$ cat src/rtl/instr_fetch.sv
// Fetch stage: owns the program counter, drives the combinational instruction
// ROM address and registers the returned word for decode. Handles start/halt
// sequencing, downstream stall and taken-branch redirect with a one-bubble
// squash of the word fetched in the redirect cycle.
module instr_fetch #(
    parameter int             A          = 4,
    parameter int             W          = 9,
    parameter logic [W-1:0]   HALT_INSTR = 9'h1FF
) (
    input  logic         clk,
    input  logic         reset,
    input  logic         start,
    input  logic [A-1:0] start_addr,
    input  logic         stall,
    input  logic         branch_taken,
    input  logic [A-1:0] branch_target,
    output logic [A-1:0] inst_addr,
    input  logic [W-1:0] inst_in,
    output logic [W-1:0] instr_out,
    output logic [A-1:0] instr_pc,
    output logic         instr_valid,
    output logic         done
);

    typedef enum logic [1:0] {
        S_IDLE = 2'd0,
        S_RUN  = 2'd1,
        S_HALT = 2'd2
    } state_t;

    localparam logic [A-1:0] PC_LAST = {A{1'b1}};

    state_t       state_q, state_d;
    logic [A-1:0] pc_q, pc_d;
    logic [W-1:0] instr_q, instr_d;
    logic [A-1:0] ipc_q, ipc_d;
    logic         valid_q, valid_d;

    // The ROM address is the PC itself; the ROM answers within the cycle.
    assign inst_addr   = pc_q;
    assign instr_out   = instr_q;
    assign instr_pc    = ipc_q;
    assign instr_valid = valid_q;
    assign done        = (state_q == S_HALT);

    // Next-state: start beats stall, stall beats branch, branch beats sequential fetch.
    always_comb begin
        state_d = state_q;
        pc_d    = pc_q;
        instr_d = instr_q;
        ipc_d   = ipc_q;
        valid_d = valid_q;

        if (start) begin
            // Restart drops whatever was in flight.
            state_d = S_RUN;
            pc_d    = start_addr;
            valid_d = 1'b0;
        end else begin
            case (state_q)
                S_RUN: begin
                    if (stall) begin
                        // Freeze everything; a branch seen now is re-presented later.
                    end else if (branch_taken) begin
                        // Word fetched this cycle is squashed, halt encoding included.
                        pc_d    = branch_target;
                        valid_d = 1'b0;
                    end else begin
                        instr_d = inst_in;
                        ipc_d   = pc_q;
                        valid_d = 1'b1;
                        if (inst_in == HALT_INSTR) begin
                            state_d = S_HALT;
                        end else if (pc_q == PC_LAST) begin
                            // Top of ROM: stop rather than wrap to address 0.
                            state_d = S_HALT;
                        end else begin
                            pc_d = pc_q + 1'b1;
                        end
                    end
                end
                default: begin
                    valid_d = 1'b0;
                end
            endcase
        end
    end

    // State and pipeline registers with synchronous reset.
    always_ff @(posedge clk) begin
        if (reset) begin
            state_q <= S_IDLE;
            pc_q    <= '0;
            instr_q <= '0;
            ipc_q   <= '0;
            valid_q <= 1'b0;
        end else begin
            state_q <= state_d;
            pc_q    <= pc_d;
            instr_q <= instr_d;
            ipc_q   <= ipc_d;
            valid_q <= valid_d;
        end
    end

endmodule
$ cat config.mk
export PLATFORM = sky130hd
export DESIGN_NAME = instr_fetch
export DESIGN_NICKNAME = d
export VERILOG_FILES = /design/src/rtl/instr_fetch.sv
export SDC_FILE = /design/constraint.sdc
export NUM_CORES = 1
export LEC_CHECK = 0
export ABC_AREA = 1
export CORE_MARGIN = 2
export CORE_UTILIZATION = 41
export CTS_BUF_LIST = sky130_fd_sc_hd__clkbuf_16
export CTS_CLUSTER_SIZE = 28
export DETAILED_ROUTE_END_ITERATION = 7
export HOLD_SLACK_MARGIN = 0.08
export PLACE_DENSITY = 0.77
export SLEW_MARGIN = 20
export SYNTH_ARGS = -nofsm -noshare
export SYNTH_HDL_FRONTEND = slang
export SYNTH_SLANG_ARGS = --single-unit
export TNS_END_PERCENT = 100
$ cat constraint.sdc
create_clock -name clk -period 1.4 [get_ports clk]
set_input_delay 0.28 -clock clk [delete_from_list [all_inputs] [get_ports clk]]
set_output_delay 0.28 -clock clk [all_outputs]
set_load 0.01 [all_outputs]
; After elaboration in Yosys (flattened, before gate mapping)
; Cells that the tools add are included.
[totals]
reg_bits = 20
wordCells = 41
[classes]
n_addsub = 1
eq_ne = 8
mux = 13
bitwise_logic = 4
n_reduce_logical = 9
[op_table]
columns = cell, n
row1 = $mux W4, 6
row2 = $reduce_and A4 Y1, 4
row3 = $eq A9 B9 Y1 const B, 1
row4 = $ne A3 B3 Y1 const B, 2
row5 = $mux W1, 5
row6 = $add A4 B1 Y4 const B, 1
row7 = $eq A4 B4 Y1 const B, 1
row8 = $mux W2, 2
row9 = $ne A2 B2 Y1 const B, 2
row10 = $not A1 Y1, 4
row11 = $reduce_bool A2 Y1, 2
row12 = $reduce_bool A3 Y1, 1
row13 = $reduce_or A3 Y1, 1
row14 = $eq A2 B1 Y1 const B, 1
row15 = $eq A2 B2 Y1 const B, 1
row16 = $reduce_or A2 Y1, 1

; Longest topological paths before layout
[logic_depth]
word_depth = 7
depth_mapped = 8
mapped_depth_nobuf = 8

; Least setup slack after synthesis
; No wires, ideal clock.
[synth_timing]
path_type = register -> register
from = register pc_q[0], in the netlist inst_addr[0]
to = register pc_q[2], in the netlist inst_addr[2]
setup_time_ns = 0.115
t_arrival_ns = 1.120
t_required_ns = 1.285
slack_ns = 0.165
path_stages_with_launch = 7
period_less_slack_ns = 1.235
path_cell_list = dfxtp_1 -> ha_1 -> nand3_1 -> nand2_1 -> nand2_1 -> a21oi_1 -> nor2_1
[synth_via]
elab_chain_cells = 7
elab_cells_between_ends = 10
classes_between = 1 x add/sub / 2 x eq/ne / 6 x mux / 1 x reduce/logical
[synth_lines]
columns = item, line_no
row1 = start: declaration, 34  ; logic [A-1:0] pc_q, pc_d;
row2 = start signal: assignment, 99  ; pc_q <= pc_d;
row3 = $add A4 B1 Y4, 78  ; pc_d = pc_q + 1'b1;
row4 = $mux W4, 74  ; end else if (pc_q == PC_LAST) begin
row5 = $mux W4, 72  ; if (inst_in == HALT_INSTR) begin
row6 = $mux W4, 64  ; end else if (branch_taken) begin
row7 = $mux W4, 62  ; if (stall) begin
row8 = $mux W4, 60  ; case (state_q)
row9 = $mux W4, 54  ; if (start) begin
; Several ways; a longest one is shown, not always the timed one. The select of a mux whose other input is x is not followed.
; A chain may end at the register's enable or synchronous reset.

; Worst setup path after layout
[layout_timing]
from = input port inst_in[0]
to = register state_q[0]
[layout_via]
elab_chain_cells = 6
elab_cells_between_ends = 8
classes_between = 1 x eq/ne / 5 x mux / 2 x reduce/logical
[layout_lines]
columns = item, line_no
row1 = start: declaration, 18  ; input logic [W-1:0] inst_in,
row2 = $eq A9 B9 Y1 (*), 72
row3 = $mux W2, 72
row4 = $mux W1, 64
row5 = $mux W1, 62
row6 = $mux W1, 60
row7 = $mux W1, 54
row8 = end signal: assignment, 98  ; state_q <= state_d;
row9 = end: declaration, 33  ; state_t state_q, state_d;
; Mark *: on every way between the ends. The rest lies on a longest branch, timed or not. The select of a mux whose other input is x is not followed.

==> key figures <==
Outcome
  • Outcome: completed

Clock network
  • Clock transition at path regs: 0.06 ns
  • Root Driver: clkbuf_16
  • Skew-Pair Late Insertion Delay: ~0.25 ns
  • Total CTS buffers: 3
  • CTS tree: yes
  • CTS max path bufs: 2
  • H-tree level count: 1
  • Clock Sinks: 20

Routing
  • Routed via count: 1130
  • DR vias/cell: 5.02
  • Initial DRT Pass Iterations: 4
  • Initial DRC count: 38
  • Avg WL per Cell: 12.8 um
  • Number of routed nets with antenna violations: 0
  • Total Wirelength: approximately 2900 um
  • DRC viols: 0

Pwr
  • P_sw: 0.360 mW
  • Clock power frac: around two fifths
  • Seq pwr share: 40.9%
  • Total power: 1.49 mW
  • Max VDD drop: 0.00111 V
  • Pwr/cell area: roughly 900 nW/um^2
  • Internal power: ~1.1 mW
  • Switch share: between 20% and 30%
  • Static leakage: 0.903 nW
  • Comb pwr share: around a fifth

Synth
  • Post-synth top area cell: dfxtp_1
  • Synth top cells by count: nand2_1 (25), nor2_1 (24), dfxtp_1 (20)
  • Adder-cell share of the synthesized area: 1.27%
  • Multiplexer area fraction after synthesis: 1.01%
  • Asr flop ratio synth: 0%
  • Synthesized net count: between 150 and 200
  • Ys flop type: dfxtp_1
  • Synthesized area per cell: 7.31 um^2
  • Largest family of logic cells by synthesized area: simple AND/OR/NAND/NOR gates
  • Synth Area in Simple Gates: 37.1%
  • Number of synthesized flops with an enable pin: 0
  • Synth Area in Compound Gates: between 10% and 20%
  • Top cells by area, synth: dfxtp_1 (41%), nand2_1 (9.5%), nor2_1 (9.1%)
  • Mapped cell area: around 1000 um^2
  • Yosys cell types: 24
  • Cell count after synthesis: 135
  • Synth Register Bits: 20
  • Most common cell in the synthesized netlist: nand2_1
  • Post-Synth XOR/XNOR Area: 1.77%
  • YS warnings: 0
  • Top cell type's share of synthesized area: 40.6%
  • Sequential share of the synthesized area: just over 40%

Setup path
  • Top Family by Delay on Critical Path: buffers and inverters
  • Crit. path cell count: 9
  • Critical Path End Type: register
  • Max incr delay on CP: 0.49 ns
  • CP endpoint: state_q[0]
  • Max stage delay cell, worst path: clkdlybuf4s50_1
  • Reg2reg setup slack: around 0.14 ns
  • Most used cell, CP: nand2_1
  • Crit path arrival time: 1.45 ns
  • Reg2reg start: inst_addr[0]
  • CP required: 1.54 ns
  • Critical Path Source: inst_in[0]
  • Crit Path Category: input pin to register
  • Worst Path Max Fanout: 2
  • Worst Setup Start Kind: input pin
  • FF-to-FF End: state_q[0]
  • R2r worst-path depth: 7
  • Crit path cell chain: clkdlybuf4s50_1 -> nand2_1 -> nor2_1 -> nand2_1 -> nand2_2 -> buf_4 -> nand2_1 -> nand2_1 -> a21oi_1
  • CP bufs+invs: 2

STA
  • F_max: 762 MHz
  • RSZ-0062 raised after global routing: yes
  • Min Tclk post-route: 1.31 ns
  • Tcrit/Tclk final: 93.7%
  • Slew Limit Headroom: 87.0%
  • PnR worst setup slack: around 0.088 ns
  • Least-Margin Pin Slew: 0.190 ns
  • Slew Viols, Final: 0
  • Clock skew: 0.00156 ns
  • Setup TNS: 0 ns
  • Setup-failing EPs final: 0
  • Final hold vios: 0
  • Fin Hold WS: between 0.4 and 0.5 ns

GRT
  • First-pass GRT wire length: between 4000 and 5000 um
  • GRT Resource Usage Total: 22.8%
  • Number of global-route vias before repair: 1086
  • Initial antenna violation count: 0
  • Largest net degree at the start of global routing: 13
  • Gr ovfl total: 0

Run
  • Max-Cap Viols: 0

Final layout
  • Final core utilization: 73.5%
  • Layout area overhead: 67.9%
  • Nets@finish: 221
  • Share of cells above drive strength 1: 24.9%
  • Fillers: slightly below 200
  • N_diodes: 0

Floorplan
  • Full die area: 2820 um^2
  • Core ar.: approximately 2300 um^2
  • Die Wd: roughly 53 um
  • Chip height: 53.1 um
  • Ports: between 40 and 50
  • Cell Rows: 17
  • Initial Util: 43.8%

Placed design
  • DPL Wire Length: 2090 um
  • GP Congestion: 0.852
  • Port Buf Inserts: 40
  • Pre-CTS setup slack: -0.164 ns

Worst hold path
  • Hold depth: 2
  • Hold WC Path Type: register to register
## cells by family (layout without fill, tap and decap cells)
kind of cell	Yosys count	after routing
multiplexers	1	1
buffers and inverters	10	72
adder cells (fa/ha/maj)	1	1
flip-flops	20	20
XOR/XNOR	2	2
AO/OA/AOI/OAI	24	24
AND/OR/NAND/NOR	77	77
## tightest hold or removal path: stages (launching register included)
cell and delay [ns]:
dfxtp_1 0.30, inv_2 0.06, a21oi_1 0.06
## sequential cells by signal, indices dropped and copies added (netlist names)
| name | flops |
|---|---|
| instr_out | 9 |
| inst_addr | 4 |
| instr_pc | 4 |
| state_q | 2 |
| instr_valid | 1 |
## layer usage
layer | track usage [%] | up-vias | share of wire [%]
met5 | 0 | - | 0
met1 | 24.4 | 514 | 39
met4 | 11.1 | 0 | 1.8
met2 | 42.3 | 46 | 53
met3 | 4.24 | 4 | 5.9
li1 | - | 566 | -
## cells in the final DEF (no fill, tap or decap), types with 5 or more instances in the layout
cell type and count:
nor2_2 10, o21ai_1 8, dlygate4sd2_1 14, nand2_1 23, clkdlybuf4s50_1 20, a21oi_1 7
dlymetal6s2s_1 6, buf_4 21, nand3_1 10, nor2_1 24, dfxtp_1 19, o21ai_0 5
## worst min path at each step
stage,start,endpoint,slack (ns)
after global placement,state_q[1],state_q[1],0.45
after CTS,state_q[1],state_q[1],0.47
after floorplan,reset,instr_pc[0],0.34
final,state_q[1],state_q[1],0.47
after global routing,state_q[1],state_q[1],0.49
after detailed placement,state_q[1],state_q[1],0.46
## through the flow
step | std cells | instance area [um^2]
after global placement | 221 | 1560
final | 225 | 1660
after global routing | 225 | 1660
after CTS | 225 | 1620
after floorplan | 135 | 987
after detailed placement | 221 | 1560
## area by class of cell
type	instances	area, um^2	share of cell area, %
timing repair buffer	62	567	34.2
multi-input combinational	105	551	33.2
sequential	20	402	24.2
clock buffer	3	75.1	4.53
tap	28	35.0	2.11
inverter	6	25.0	1.51
clock inverter	1	3.75	0.226
## power by group through the flow
stage / clock, mW / sequential (mW) / combinational [mW]
after global placement: 0 / 0.620 / 0.284
after CTS: 0.600 / 0.608 / 0.284
after detailed placement: 0 / 0.620 / 0.288
after floorplan: 0 / 0.634 / 0.0981
final: 0.591 / 0.609 / 0.288
after global routing: 0.625 / 0.611 / 0.312
## repair_timing
action	in CTS	in global routing
pin swaps	0	0
endpoints found under the setup margin	14	9
gates resized for setup	15	14
buffers inserted	0	0
hold buffers	0	0
No activity file was read; power rests on OpenSTA's default activity.
